### config.mk
export PLATFORM = sky130hd
export DESIGN_NAME = game_screen_ctrl_flat
export DESIGN_NICKNAME = d
export VERILOG_FILES = /design/src/rtl/game_screen_ctrl_pkg.sv /design/src/rtl/game_screen_ctrl_if.sv /design/src/rtl/game_screen_ctrl_rise_detect.sv /design/src/rtl/game_screen_ctrl.sv /design/src/flat_wrapper.sv
export SDC_FILE = /design/constraint.sdc
export NUM_CORES = 1
export LEC_CHECK = 0
export BUFFER_PORTS_ARGS = -buffer_cell sky130_fd_sc_hd__buf_2
export CORE_MARGIN = 2
export CORE_UTILIZATION = 45
export DETAILED_ROUTE_END_ITERATION = 10
export PLACE_DENSITY = 0.79
export SYNTH_ARGS = -nofsm -noshare
export SYNTH_HDL_FRONTEND = slang
export SYNTH_SLANG_ARGS = --single-unit
### constraint.sdc
create_clock -name clk_d -period 3.5 [get_ports clk_d]
set_input_delay 0.7 -clock clk_d [delete_from_list [all_inputs] [get_ports clk_d]]
set_output_delay 0.7 -clock clk_d [all_outputs]
set_load 0.005 [all_outputs]
### src/rtl/game_screen_ctrl_pkg.sv
// Shared types and constants for the game-flow controller: screen states,
// screen-select encodings and pixel colour widths.
package game_pkg;

    localparam int COLOR_W = 4;
    localparam int RGB_W   = 3 * COLOR_W;

    localparam logic [1:0] SCREEN_ATTRACT = 2'd0;
    localparam logic [1:0] SCREEN_PLAY    = 2'd1;
    localparam logic [1:0] SCREEN_OVER    = 2'd2;

    // State encodings equal the screen_sel codes so the state drives the mux directly.
    typedef enum logic [1:0] {
        ATTRACT = SCREEN_ATTRACT,
        PLAY    = SCREEN_PLAY,
        OVER    = SCREEN_OVER
    } state_e;

endpackage

### src/rtl/game_screen_ctrl_if.sv
// Renderer/VGA-side signal bundle of the game-flow controller.
// The controller takes the slave view; the surrounding pipeline takes master.
interface game_screen_ctrl_if;
    import game_pkg::*;

    logic               frame_tick;
    logic               video_on;
    logic               start_btn;
    logic               collision;
    logic [RGB_W-1:0]   rgb_start;
    logic [RGB_W-1:0]   rgb_play;
    logic [RGB_W-1:0]   rgb_end;
    logic [1:0]         screen_sel;
    logic               game_run;
    logic               game_reset;
    logic [COLOR_W-1:0] red;
    logic [COLOR_W-1:0] green;
    logic [COLOR_W-1:0] blue;

    modport master (
        output frame_tick, video_on, start_btn, collision,
        output rgb_start, rgb_play, rgb_end,
        input  screen_sel, game_run, game_reset, red, green, blue
    );

    modport slave (
        input  frame_tick, video_on, start_btn, collision,
        input  rgb_start, rgb_play, rgb_end,
        output screen_sel, game_run, game_reset, red, green, blue
    );

endinterface

### src/rtl/game_screen_ctrl_rise_detect.sv
// Registered rising-edge detector; RESET_VAL sets the assumed previous level
// so a level already high when reset releases does not count as an edge.
module rise_detect #(
    parameter logic RESET_VAL = 1'b0
) (
    input  logic clk,
    input  logic rst,
    input  logic d_i,
    output logic rise_o
);

    logic prev_q;

    // NOTE: sequential state uses non-blocking assignments; reset here is synchronous.
    always_ff @(posedge clk) begin
        if (rst) prev_q <= RESET_VAL;
        else     prev_q <= d_i;
    end

    assign rise_o = d_i & ~prev_q;

endmodule

### src/rtl/game_screen_ctrl.sv
// Game-flow controller: sequences attract/play/game-over screens on frame
// boundaries and registers the pixel colour of the selected renderer.
module game_screen_ctrl
    import game_pkg::*;
#(
    parameter int HOLD_FRAMES = 120,
    parameter int CNT_W       = 8
) (
    input  logic               clk_d,
    input  logic               rst,
    game_screen_ctrl_if.slave  bus
);

    localparam logic [CNT_W-1:0] HOLD_INIT = CNT_W'(HOLD_FRAMES);

    state_e             state_q, state_d;
    logic [CNT_W-1:0]   hold_q, hold_d;
    logic               start_req_q, start_req_d;
    logic               hit_q, hit_d;
    logic               game_reset_q, game_reset_d;
    logic [RGB_W-1:0]   rgb_q, rgb_d;
    logic               start_rise;
    logic               start_eff;
    logic               hit_eff;

    rise_detect #(.RESET_VAL(1'b1)) u_start_rise (
        .clk    (clk_d),
        .rst    (rst),
        .d_i    (bus.start_btn),
        .rise_o (start_rise)
    );

    // Requests seen in the tick cycle itself still count for that tick.
    assign start_eff = start_req_q | start_rise;
    assign hit_eff   = hit_q | ((state_q == PLAY) & bus.collision & bus.video_on);

    // NOTE: every combinational output gets a default first so no latch is inferred.
    always_comb begin
        state_d      = state_q;
        hold_d       = hold_q;
        game_reset_d = 1'b0;
        start_req_d  = bus.frame_tick ? 1'b0 : start_eff;
        hit_d        = bus.frame_tick ? 1'b0 : hit_eff;

        if (bus.frame_tick) begin
            unique case (state_q)
                ATTRACT: begin
                    if (start_eff) begin
                        state_d      = PLAY;
                        game_reset_d = 1'b1;
                    end
                end
                PLAY: begin
                    if (hit_eff) begin
                        state_d = OVER;
                        hold_d  = HOLD_INIT;
                    end
                end
                OVER: begin
                    if (hold_q != '0) begin
                        hold_d = hold_q - CNT_W'(1);
                    end else if (start_eff) begin
                        state_d      = PLAY;
                        game_reset_d = 1'b1;
                    end
                end
                default: state_d = ATTRACT;
            endcase
        end

        // Mux uses the screen in effect before this edge.
        rgb_d = '0;
        if (bus.video_on) begin
            unique case (state_q)
                PLAY:    rgb_d = bus.rgb_play;
                OVER:    rgb_d = bus.rgb_end;
                default: rgb_d = bus.rgb_start;
            endcase
        end
    end

    always_ff @(posedge clk_d) begin
        if (rst) begin
            state_q      <= ATTRACT;
            hold_q       <= '0;
            start_req_q  <= 1'b0;
            hit_q        <= 1'b0;
            game_reset_q <= 1'b0;
            rgb_q        <= '0;
        end else begin
            state_q      <= state_d;
            hold_q       <= hold_d;
            start_req_q  <= start_req_d;
            hit_q        <= hit_d;
            game_reset_q <= game_reset_d;
            rgb_q        <= rgb_d;
        end
    end

    assign bus.screen_sel = state_q;
    assign bus.game_run   = (state_q == PLAY);
    assign bus.game_reset = game_reset_q;
    assign bus.red        = rgb_q[RGB_W-1 -: COLOR_W];
    assign bus.green      = rgb_q[2*COLOR_W-1 -: COLOR_W];
    assign bus.blue       = rgb_q[COLOR_W-1:0];

endmodule

### src/flat_wrapper.sv
// flat-port wrapper written by rule: the top's interface ports become plain ports
module game_screen_ctrl_flat import game_pkg::*;
#(
    parameter int HOLD_FRAMES = 120,
    parameter int CNT_W       = 8
)
  (clk_d, rst, bus_frame_tick, bus_video_on, bus_start_btn, bus_collision, bus_rgb_start, bus_rgb_play, bus_rgb_end, bus_screen_sel, bus_game_run, bus_game_reset, bus_red, bus_green, bus_blue);
  game_screen_ctrl_if bus_i ();
  input  logic clk_d;
  input  logic rst;
  input wire logic [$bits(bus_i.frame_tick)-1:0] bus_frame_tick;
  input wire logic [$bits(bus_i.video_on)-1:0] bus_video_on;
  input wire logic [$bits(bus_i.start_btn)-1:0] bus_start_btn;
  input wire logic [$bits(bus_i.collision)-1:0] bus_collision;
  input wire logic [$bits(bus_i.rgb_start)-1:0] bus_rgb_start;
  input wire logic [$bits(bus_i.rgb_play)-1:0] bus_rgb_play;
  input wire logic [$bits(bus_i.rgb_end)-1:0] bus_rgb_end;
  output wire logic [$bits(bus_i.screen_sel)-1:0] bus_screen_sel;
  output wire logic [$bits(bus_i.game_run)-1:0] bus_game_run;
  output wire logic [$bits(bus_i.game_reset)-1:0] bus_game_reset;
  output wire logic [$bits(bus_i.red)-1:0] bus_red;
  output wire logic [$bits(bus_i.green)-1:0] bus_green;
  output wire logic [$bits(bus_i.blue)-1:0] bus_blue;
  assign bus_i.frame_tick = bus_frame_tick;
  assign bus_i.video_on = bus_video_on;
  assign bus_i.start_btn = bus_start_btn;
  assign bus_i.collision = bus_collision;
  assign bus_i.rgb_start = bus_rgb_start;
  assign bus_i.rgb_play = bus_rgb_play;
  assign bus_i.rgb_end = bus_rgb_end;
  assign bus_screen_sel = bus_i.screen_sel;
  assign bus_game_run = bus_i.game_run;
  assign bus_game_reset = bus_i.game_reset;
  assign bus_red = bus_i.red;
  assign bus_green = bus_i.green;
  assign bus_blue = bus_i.blue;
  game_screen_ctrl #(.HOLD_FRAMES(HOLD_FRAMES), .CNT_W(CNT_W)) u_core (.clk_d(clk_d), .rst(rst), .bus(bus_i));
endmodule
After elaboration in Yosys (flattened, before gate mapping)
Index checks and enable logic that the tools add are counted.
{ "totals": {"regBits": 26, "out_inout_bits": 16} }
{ "classes": {"add_sub_neg": 1, "eq_ne": 5, "muxes": 11, "n_bitwise": 8, "n_reduce_logical": 8} }
{ "op_table": {"columns": ["op", "count"], "rows": [
  ["case mux 12 bit (2 select lines)", 1],
  ["2-to-1 mux 8 bit", 2],
  ["case mux 8 bit (2 select lines)", 1],
  ["nonzero test 8 bit", 1],
  ["subtractor 8 x 1 -> 8 bit, second input constant", 1],
  ["2-to-1 mux 2 bit", 3],
  ["case mux 2 bit (3 select lines)", 1],
  ["OR reduction 2 bit", 3],
  ["!= test 2 x 1 -> 1 bit, second input constant", 2],
  ["AND reduction 4 bit", 1],
  ["AND 1 bit", 3],
  ["NOT 1 bit", 3],
  ["AND reduction 3 bit", 1],
  ["== test 2 x 1 -> 1 bit, second input constant", 1],
  ["== test 2 bit, second input constant", 1],
  ["zero test 2 bit", 1],
  ["2-to-1 mux 1 bit", 2],
  ["!= test 2 bit, second input constant", 1],
  ["bitwise OR 1 bit", 2],
  ["case mux 1 bit (2 select lines)", 1],
  ["nonzero test 2 bit", 1]
]} }

Logic depth before layout (Yosys ltp)
Gate-level depths: netlist (run 1).
{ "depth": {"depth_word": 6, "ltp_mapped": 6} }

Hierarchy
A second synthesis (run 1) with hierarchy kept.
{ "hier_totals": {"cells_unflattened": 145, "hier_area_um2": 1332.5} }
{ "modules_own_cells": {"columns": ["module", "n_inst", "cells_each", "area_each_um2", "seq_area_each_um2"], "rows": [
  ["game_screen_ctrl", 1, 142, 1300.0, 500.5],
  ["rise_detect", 1, 3, 32.5, 20.0]
]} }

Worst setup path before layout (run 1)
No wires, ideal clock.
{ "synth_timing": {"path_kind": "register to register", "start": "reg u_core.state_q[0], in the netlist u_core.bus.screen_sel[0]", "end": "reg u_core.hold_q[7]", "setup_time_ns": 0.071, "arrival_ns": 1.643, "path_slack_ns": 1.786, "stages_incl_launch_ff": 7, "path_buffers": 1, "synth_period_minus_slack_ns": 1.714, "cell_sequence": "dfxtp_1 inv_1 ha_1 clkbuf_8 o211ai_1 or4_1 a21oi_1"} }
{ "synth_via": {"elab_chain_len": 6} }
{ "synth_rtl": {"columns": ["element", "line", "rtl"], "rows": [
  ["start, declared", "game_screen_ctrl.sv:16", "state_e state_q, state_d;"],
  ["start signal, assigned", "game_screen_ctrl.sv:91", "state_q <= state_d;"],
  ["== test 2 x 1 -> 1 bit", "game_screen_ctrl.sv:35, game_screen_ctrl.sv:46", null],
  ["AND 1 bit (2 in series)", "game_screen_ctrl.sv:35", "assign hit_eff = hit_q | ((state_q == PLAY) & bus.collision & bus.video_on);"],
  ["bitwise OR 1 bit", "game_screen_ctrl.sv:35", null],
  ["!= test 2 x 1 -> 1 bit (no source line)", null, null],
  ["AND reduction 4 bit (no source line)", null, null],
  ["end signal, assigned", "game_screen_ctrl.sv:92", "hold_q <= hold_d;"],
  ["end, declared", "game_screen_ctrl.sv:17", "logic [CNT_W-1:0] hold_q, hold_d;"]
]} }
Several ways; a longest one is shown, not always the timed one.
A chain may end at the register's enable or synchronous reset.

Final worst setup path (run 1)
Ends and elaborated chain as after synthesis.

==> results.py, run 1 <==
metrics = {
    "critical_path": {
        "crit_buf_inv": 1,
        "r2r_end": "u_core.hold_q[7]$_SDFFE_PP0P_",
        "critPathTopFamily": "adder cells",
        "crit_required_ps": 3750,
        "critPathMaxStageDelay_ps": 790,
        "worstSetupEndpointType": "register",
        "crit_cells": 5,
        "timing.rr.start": "u_core.bus.screen_sel[0]$_SDFFE_PP0P_",
        "path_class": "register to register",
        "crit_end": "u_core.hold_q[7]$_SDFFE_PP0P_",
        "cp_slowest_cell": "ha_1",
        "r2r_slack_ps": 1070,
        "crit_chain": "inv_1, ha_1, o211ai_1, or4_1, a21oi_1",
        "start_kind": "register",
        "crit_path_start": "u_core.bus.screen_sel[0]$_SDFFE_PP0P_",
        "crit_fanout": 26,
        "arrival_ps": 2680,
        "reg2regPathDepth": 5,
    },
    "clocking": {
        "postCtsSetupBuffers": 0,
        "cts_tree": "built",
        "clockRootBuffer": "clkbuf_4",
        "htree_levels": 1,
        "clockBufferDepth": 2,
        "clk_pin_slew_ps": 130,
        "cts_resized": 0,
        "clk_latency_ps": 310,
        "clock_sinks": 26,
        "cts_hold_buffers": 0,
        "numCtsBuffers": 3,
    },
    "die": {
        "ioPinCount": 58,
        "rows": 19,
        "die_y_um": 58.3,
        "fp.dieW_um": 58.3,
        "core_um2": 2780,
        "start_util_pct": 47.7,
        "dieArea_um2": 3400,
    },
    "logic_synthesis": {
        "synth_most_common_cell": "dfxtp_1",
        "yosys.area.top_type": "dfxtp_1",
        "async_flop_share_pct": 0,
        "netlist_area_um2": 1330,
        "syn_nets": 193,
        "seq_area_frac_synth_pct": 39.2,
        "syn_inst": 145,
        "synth_top_cell_area_share_pct": 39.2,
        "synth_cell_types": 33,
        "synth_commonest_cells": "dfxtp_1, nor2_1, a211oi_1, a22oi_1, inv_1",
        "ys_ff_latch": 26,
        "ys_top_cells_by_area": "dfxtp_1, a211oi_1, a22oi_1, ha_1, nor2_1",
        "avgSynthCellArea_um2": 9.16,
        "synth-main-ff-cell": "dfxtp_1",
        "yosysWarnings": 0,
        "synth-edff-count": 0,
    },
    "route": {
        "drtAntennaViolNets": 0,
        "vias": 1325,
        "drt_first_pass_iters": 4,
        "drt-total-wl_mm": 3.31,
        "wl_per_cell_um": 14.6,
        "drtIter0Drc": 79,
        "post-route-drc-count": 0,
        "drt-vias-per-instance": 5.84,
    },
    "final_layout": {
        "syn_to_final_growth_pct": 20.9,
        "fin_area_um2": 1610,
        "post_route_cells_drive_above_1_share_pct": 34.2,
        "n_antenna_cell": 0,
        "final_nets": 246,
        "final-instance-count-excl-fill": 227,
    },
    "placed_design": {
        "placed_area_um2": 1580,
        "io_buffers": 57,
        "routabilityCongestion": 0.744,
        "place_inst": 224,
        "dpl.hpwl_mm": 2.54,
        "dp_slack_ps": 1120,
    },
    "sta": {
        "worstMarginPinSlew_ps": 787,
        "hold_viol": 0,
        "skew_ps": 3.11,
        "setup_viol": 0,
        "slew_violations": 0,
        "fin_ws_ps": 1070,
        "fin_crit_sh_pct": 69.3,
        "slew_headroom_pct": 47.6,
        "post-route-min-period_ps": 2430,
        "timing.fmax_ghz": 0.412,
        "rsz0062_at_grt": "no",
        "tns_ps": 0,
    },
    "grt": {
        "grt_max_degree": 27,
        "grt_first_pass_wirelength_mm": 5.33,
        "grt_overflow": 0,
        "grt_pass1_vias": 1281,
        "grtUsageTotal_pct": 19.8,
        "antenna_found_initial": 0,
    },
    "run_status": {
        "status": "finished clean",
    },
    "worst_hold_path": {
        "hp-class": "register to register",
    },
    "power": {
        "power.density_nw_per_um2": 365,
        "peakVddDrop_mv": 0.282,
        "p_leak_nw": 0.705,
    },
    "run": {
        "drv_cap": 0,
    },
}
-- cell families (layout without fill, tap and decap cells) --
logic type | after synthesis | after routing | synth area share (%)
buffers and inverters | 18 | 69 | 7.73
and+or+nand+nor | 40 | 40 | 17.3
adders and majority gates | 6 | 6 | 5.65
DFF | 26 | 26 | 39.2
AOI/OAI and AO/OA | 55 | 55 | 30.1
-- power breakdown --
part	total, W	switching, W	internal [W]
clock	0.000124	0.0000841	0.0000403
combinational	0.000135	0.0000727	0.0000625
sequential	0.000327	0.0000137	0.000313
-- routing by layer --
layer | wire, µm | vias up | global-route usage, %
met1 | 1410 | 632 | 23.4
met4 | 17 | 0 | 7.31
li1 | - | 660 | -
met5 | 0 | - | 0
met3 | 118 | 2 | 2.64
met2 | 1770 | 31 | 36.1
-- state kept, by name, summed over array words and instances, names as in the netlist --
| register | flops |
|---|---|
| u_core.bus.game_reset | 1 |
| u_core.bus.screen_sel | 2 |
| u_core.hit_q | 1 |
| u_core.hold_q | 8 |
| u_core.rgb_q | 12 |
| u_core.start_req_q | 1 |
| u_core.u_start_rise.prev_q | 1 |
-- stage by stage --
stage               utilization (%)  power (W)  hold slack, ps
global route                   57.7   0.000621             576
detailed placement             56.9   0.000468             502
global placement               56.9   0.000461             493
finish                         57.7   0.000586             526
floorplan                         -   0.000420             472
CTS                            57.7   0.000590             522
-- worst register-to-register path: stages (launching register included) --
cell and delay, ps:
dfxtp_1 440, inv_1 100, ha_1 790, o211ai_1 350
or4_1 540, a21oi_1 150
-- placed cells by master, fill, tap and decap left out, types with 3 or more instances in the layout --
master	instances
or4_1	4
a31oi_1	4
nand2_1	4
inv_1	9
ha_1	6
nand3_1	3
nor2_1	15
a211oi_1	12
buf_2	57
a311oi_1	5
a22oi_1	12
o21ai_0	3
dfxtp_1	26
a21oi_1	7
o31ai_1	6
nor3_1	5
clkbuf_4	3
-- worst min-delay path by stage --
stage / from / end / slack [ps] / cells past startpoint
6_report: u_core.hold_q[0]$_SDFFE_PP0P_ / u_core.hold_q[0]$_SDFFE_PP0P_ / 530 / 2
3_3_place_gp: u_core.hit_q$_SDFF_PP0_ / u_core.hit_q$_SDFF_PP0_ / 490 / 2
2_1_floorplan: u_core.hold_q[0]$_SDFFE_PP0P_ / u_core.hold_q[0]$_SDFFE_PP0P_ / 470 / 2
3_5_place_dp: u_core.hold_q[0]$_SDFFE_PP0P_ / u_core.hold_q[0]$_SDFFE_PP0P_ / 500 / 2
5_1_grt: u_core.hit_q$_SDFF_PP0_ / u_core.hit_q$_SDFF_PP0_ / 580 / 2
4_1_cts: u_core.hold_q[0]$_SDFFE_PP0P_ / u_core.hold_q[0]$_SDFFE_PP0P_ / 520 / 2
-- layout make-up --
class                      instances  area [µm²]
inverter                           9        33.8
tap                               31        38.8
fill                             247        1180
timing repair buffer              57         285
multi-input combinational        101         704
sequential                        26         520
clock buffer                       3        22.5
Note: power is estimated with default switching activity, not from simulation.
==> run 2: changes to the inputs <==
ABC_AREA = 1   (was unset)
clock period = 2.3 ns   (was 3.5 ns; I/O delays follow)
==> results.py, run 2 <==
metrics = {
    "run": {
        "drv_cap": 0,
    },
    "logic_synthesis": {
        "synth_top_cell_area_share_pct": 37.9,
        "synth_commonest_cells": "nand2_1, dfxtp_1, o21ai_0",
        "syn_inst": 194,
        "netlist_area_um2": 1370,
        "async_flop_share_pct": 0,
        "synth_cell_types": 24,
        "yosys.area.top_type": "dfxtp_1",
        "synth-edff-count": 0,
        "synth_most_common_cell": "nand2_1",
        "avgSynthCellArea_um2": 7.08,
        "seq_area_frac_synth_pct": 37.9,
        "ys_top_cells_by_area": "dfxtp_1, nand2_1, o21ai_0, a31oi_1, ha_1",
        "ys_ff_latch": 26,
        "syn_nets": 242,
        "synth-main-ff-cell": "dfxtp_1",
        "yosysWarnings": 0,
    },
    "route": {
        "drt-vias-per-instance": 5.06,
        "post-route-drc-count": 0,
        "vias": 1428,
        "drt-total-wl_mm": 3.21,
        "drtIter0Drc": 33,
        "drtAntennaViolNets": 0,
        "wl_per_cell_um": 11.4,
        "drt_first_pass_iters": 4,
    },
    "placed_design": {
        "routabilityCongestion": 0.812,
        "io_buffers": 57,
        "dp_slack_ps": 566,
        "dpl.hpwl_mm": 2.55,
    },
    "final_layout": {
        "regMostFlops": "u_core.rgb_q",
        "n_antenna_cell": 0,
        "post_route_cells_drive_above_1_share_pct": 33.3,
        "syn_to_final_growth_pct": 26.1,
        "final_common_cell": "buf_2",
        "largest_register_ffs": 12,
        "final_cell_mix": "buf_2, nand2_1, dfxtp_1",
        "final_nets": 298,
        "utilization_pct": 58.2,
    },
    "die": {
        "die_y_um": 59.3,
        "fp.dieW_um": 59.3,
        "dieArea_um2": 3510,
        "rows": 20,
        "ioPinCount": 58,
        "core_um2": 2980,
        "start_util_pct": 46.1,
    },
    "sta": {
        "setup_viol": 0,
        "timing.fmax_ghz": 0.511,
        "skew_ps": 7.78,
        "fin_crit_sh_pct": 85.0,
        "tns_ps": 0,
        "rsz0062_at_grt": "no",
        "slew_violations": 0,
        "slew_headroom_pct": 55.4,
        "post-route-min-period_ps": 1960,
        "fin_ws_ps": 344,
        "worstMarginPinSlew_ps": 667,
        "hold_viol": 0,
    },
    "grt": {
        "antenna_found_initial": 0,
        "grtUsageTotal_pct": 19.3,
        "grt_first_pass_wirelength_mm": 5.31,
        "grt_pass1_vias": 1276,
        "grt_util_met3_pct": 4.37,
        "grt_overflow": 0,
        "gr-usage-met1_pct": 23.9,
        "grt-busiest-layer": "met2",
        "grt_max_degree": 25,
        "grt_use_met2_pct": 32.7,
    },
    "critical_path": {
        "cp_slowest_cell": "ha_1",
        "path_class": "register to output port",
        "worstSetupEndpointType": "output port",
        "crit_buf_inv": 2,
        "crit_chain": "inv_1, ha_1, buf_2",
        "crit_required_ps": 1840,
        "arrival_ps": 1500,
        "start_kind": "register",
        "crit_fanout": 15,
        "critPathTopFamily": "adder cells",
        "critPathMaxStageDelay_ps": 490,
    },
    "clocking": {
        "numCtsBuffers": 3,
        "clockBufferDepth": 2,
        "cts_resized": 0,
        "cts_hold_buffers": 0,
        "htree_levels": 1,
        "clk_pin_slew_ps": 130,
        "cts_tree": "built",
        "clockRootBuffer": "clkbuf_4",
        "clk_latency_ps": 320,
        "postCtsSetupBuffers": 0,
        "clock_sinks": 26,
    },
    "power": {
        "power.density_nw_per_um2": 806,
        "p_leak_nw": 0.830,
        "peakVddDrop_mv": 0.562,
    },
    "worst_hold_path": {
        "hp-class": "primary input to register",
    },
    "run_status": {
        "status": "finished clean",
    },
}
==> run 2: cell count changes in the layout (fill, tap and decap cells not counted), moves of 4 or more <==
| cell | before | now |
|---|---|---|
| nand2_1 | 4 | 56 |
| o21ai_0 | 3 | 16 |
| a22oi_1 | 12 | 0 |
| a211oi_1 | 12 | 2 |
| a31oi_1 | 4 | 12 |
| inv_2 | 0 | 8 |
| nand3_1 | 3 | 11 |
| o31ai_1 | 6 | 0 |
| a311oi_1 | 5 | 0 |
| nor3_1 | 5 | 1 |
| or4_1 | 4 | 0 |
==> run 2: path summary, 6_finish.rpt <==
check | from | end | slack [ps] | cells after the start
max reg2reg | u_core.bus.screen_sel[1]$_SDFFE_PP0P_ | u_core.hold_q[3]$_SDFFE_PP0P_ | 560 | 9
min reg2reg | u_core.hit_q$_SDFF_PP0_ | u_core.hit_q$_SDFF_PP0_ | 480 | 2
min | bus_start_btn | u_core.u_start_rise.prev_q$_SDFF_PP1_ | 320 | 3
max | u_core.bus.screen_sel[1]$_SDFFE_PP0P_ | bus_game_run | 340 | 3
==> run 2: layer usage <==
layer / wire length [µm] / share of wire, %
met2: 1640 / 51
met3: 137 / 4.3
met5: 0 / 0
met4: 40 / 1.2
met1: 1390 / 43
==> run 2: per-stage QoR <==
step,total power (W),hold slack [ps],instance area (µm²),std cells
2_1_floorplan,0.000948,438,1370,194
3_3_place_gp,0.00109,462,1680,278
3_5_place_dp,0.00110,456,1680,278
4_1_cts,0.00141,309,1730,282
5_1_grt,0.00151,327,1730,282
6_report,0.00140,319,1730,282
==> run 2: power by group <==
group          internal (W)  switching (W)  leakage, nW
Clock              0.000176       0.000133       0.0279
Sequential         0.000506      0.0000338        0.213
Combinational      0.000213       0.000335        0.589
==> run 2: final cells by class <==
| class | instances | area [µm²] |
|---|---|---|
| clock buffers | 3 | 22.5 |
| clock inverters | 1 | 30.0 |
| fillers | 296 | 1240 |
| inverters | 21 | 78.8 |
| multi-input cells | 139 | 739 |
| flip-flops and latches | 26 | 520 |
| well taps | 33 | 41.3 |
| repair buffers | 59 | 300 |
==> run 2: tightest hold or removal path: stages <==
cell     delay (ps)
buf_2            70
inv_1            40
nand2_1          50
==> run 2: logic make-up (layout without fill, tap and decap cells) <==
group	count (synthesis)	in the layout	share of synthesized area, %
AND/OR/NAND/NOR	94	94	31.6
buffers and inverters	29	84	8.29
adder cells (fa/ha/maj)	6	6	5.46
flip-flops	26	26	37.9
XOR/XNOR	1	1	0.638
AO/OA/AOI/OAI	38	38	16.1
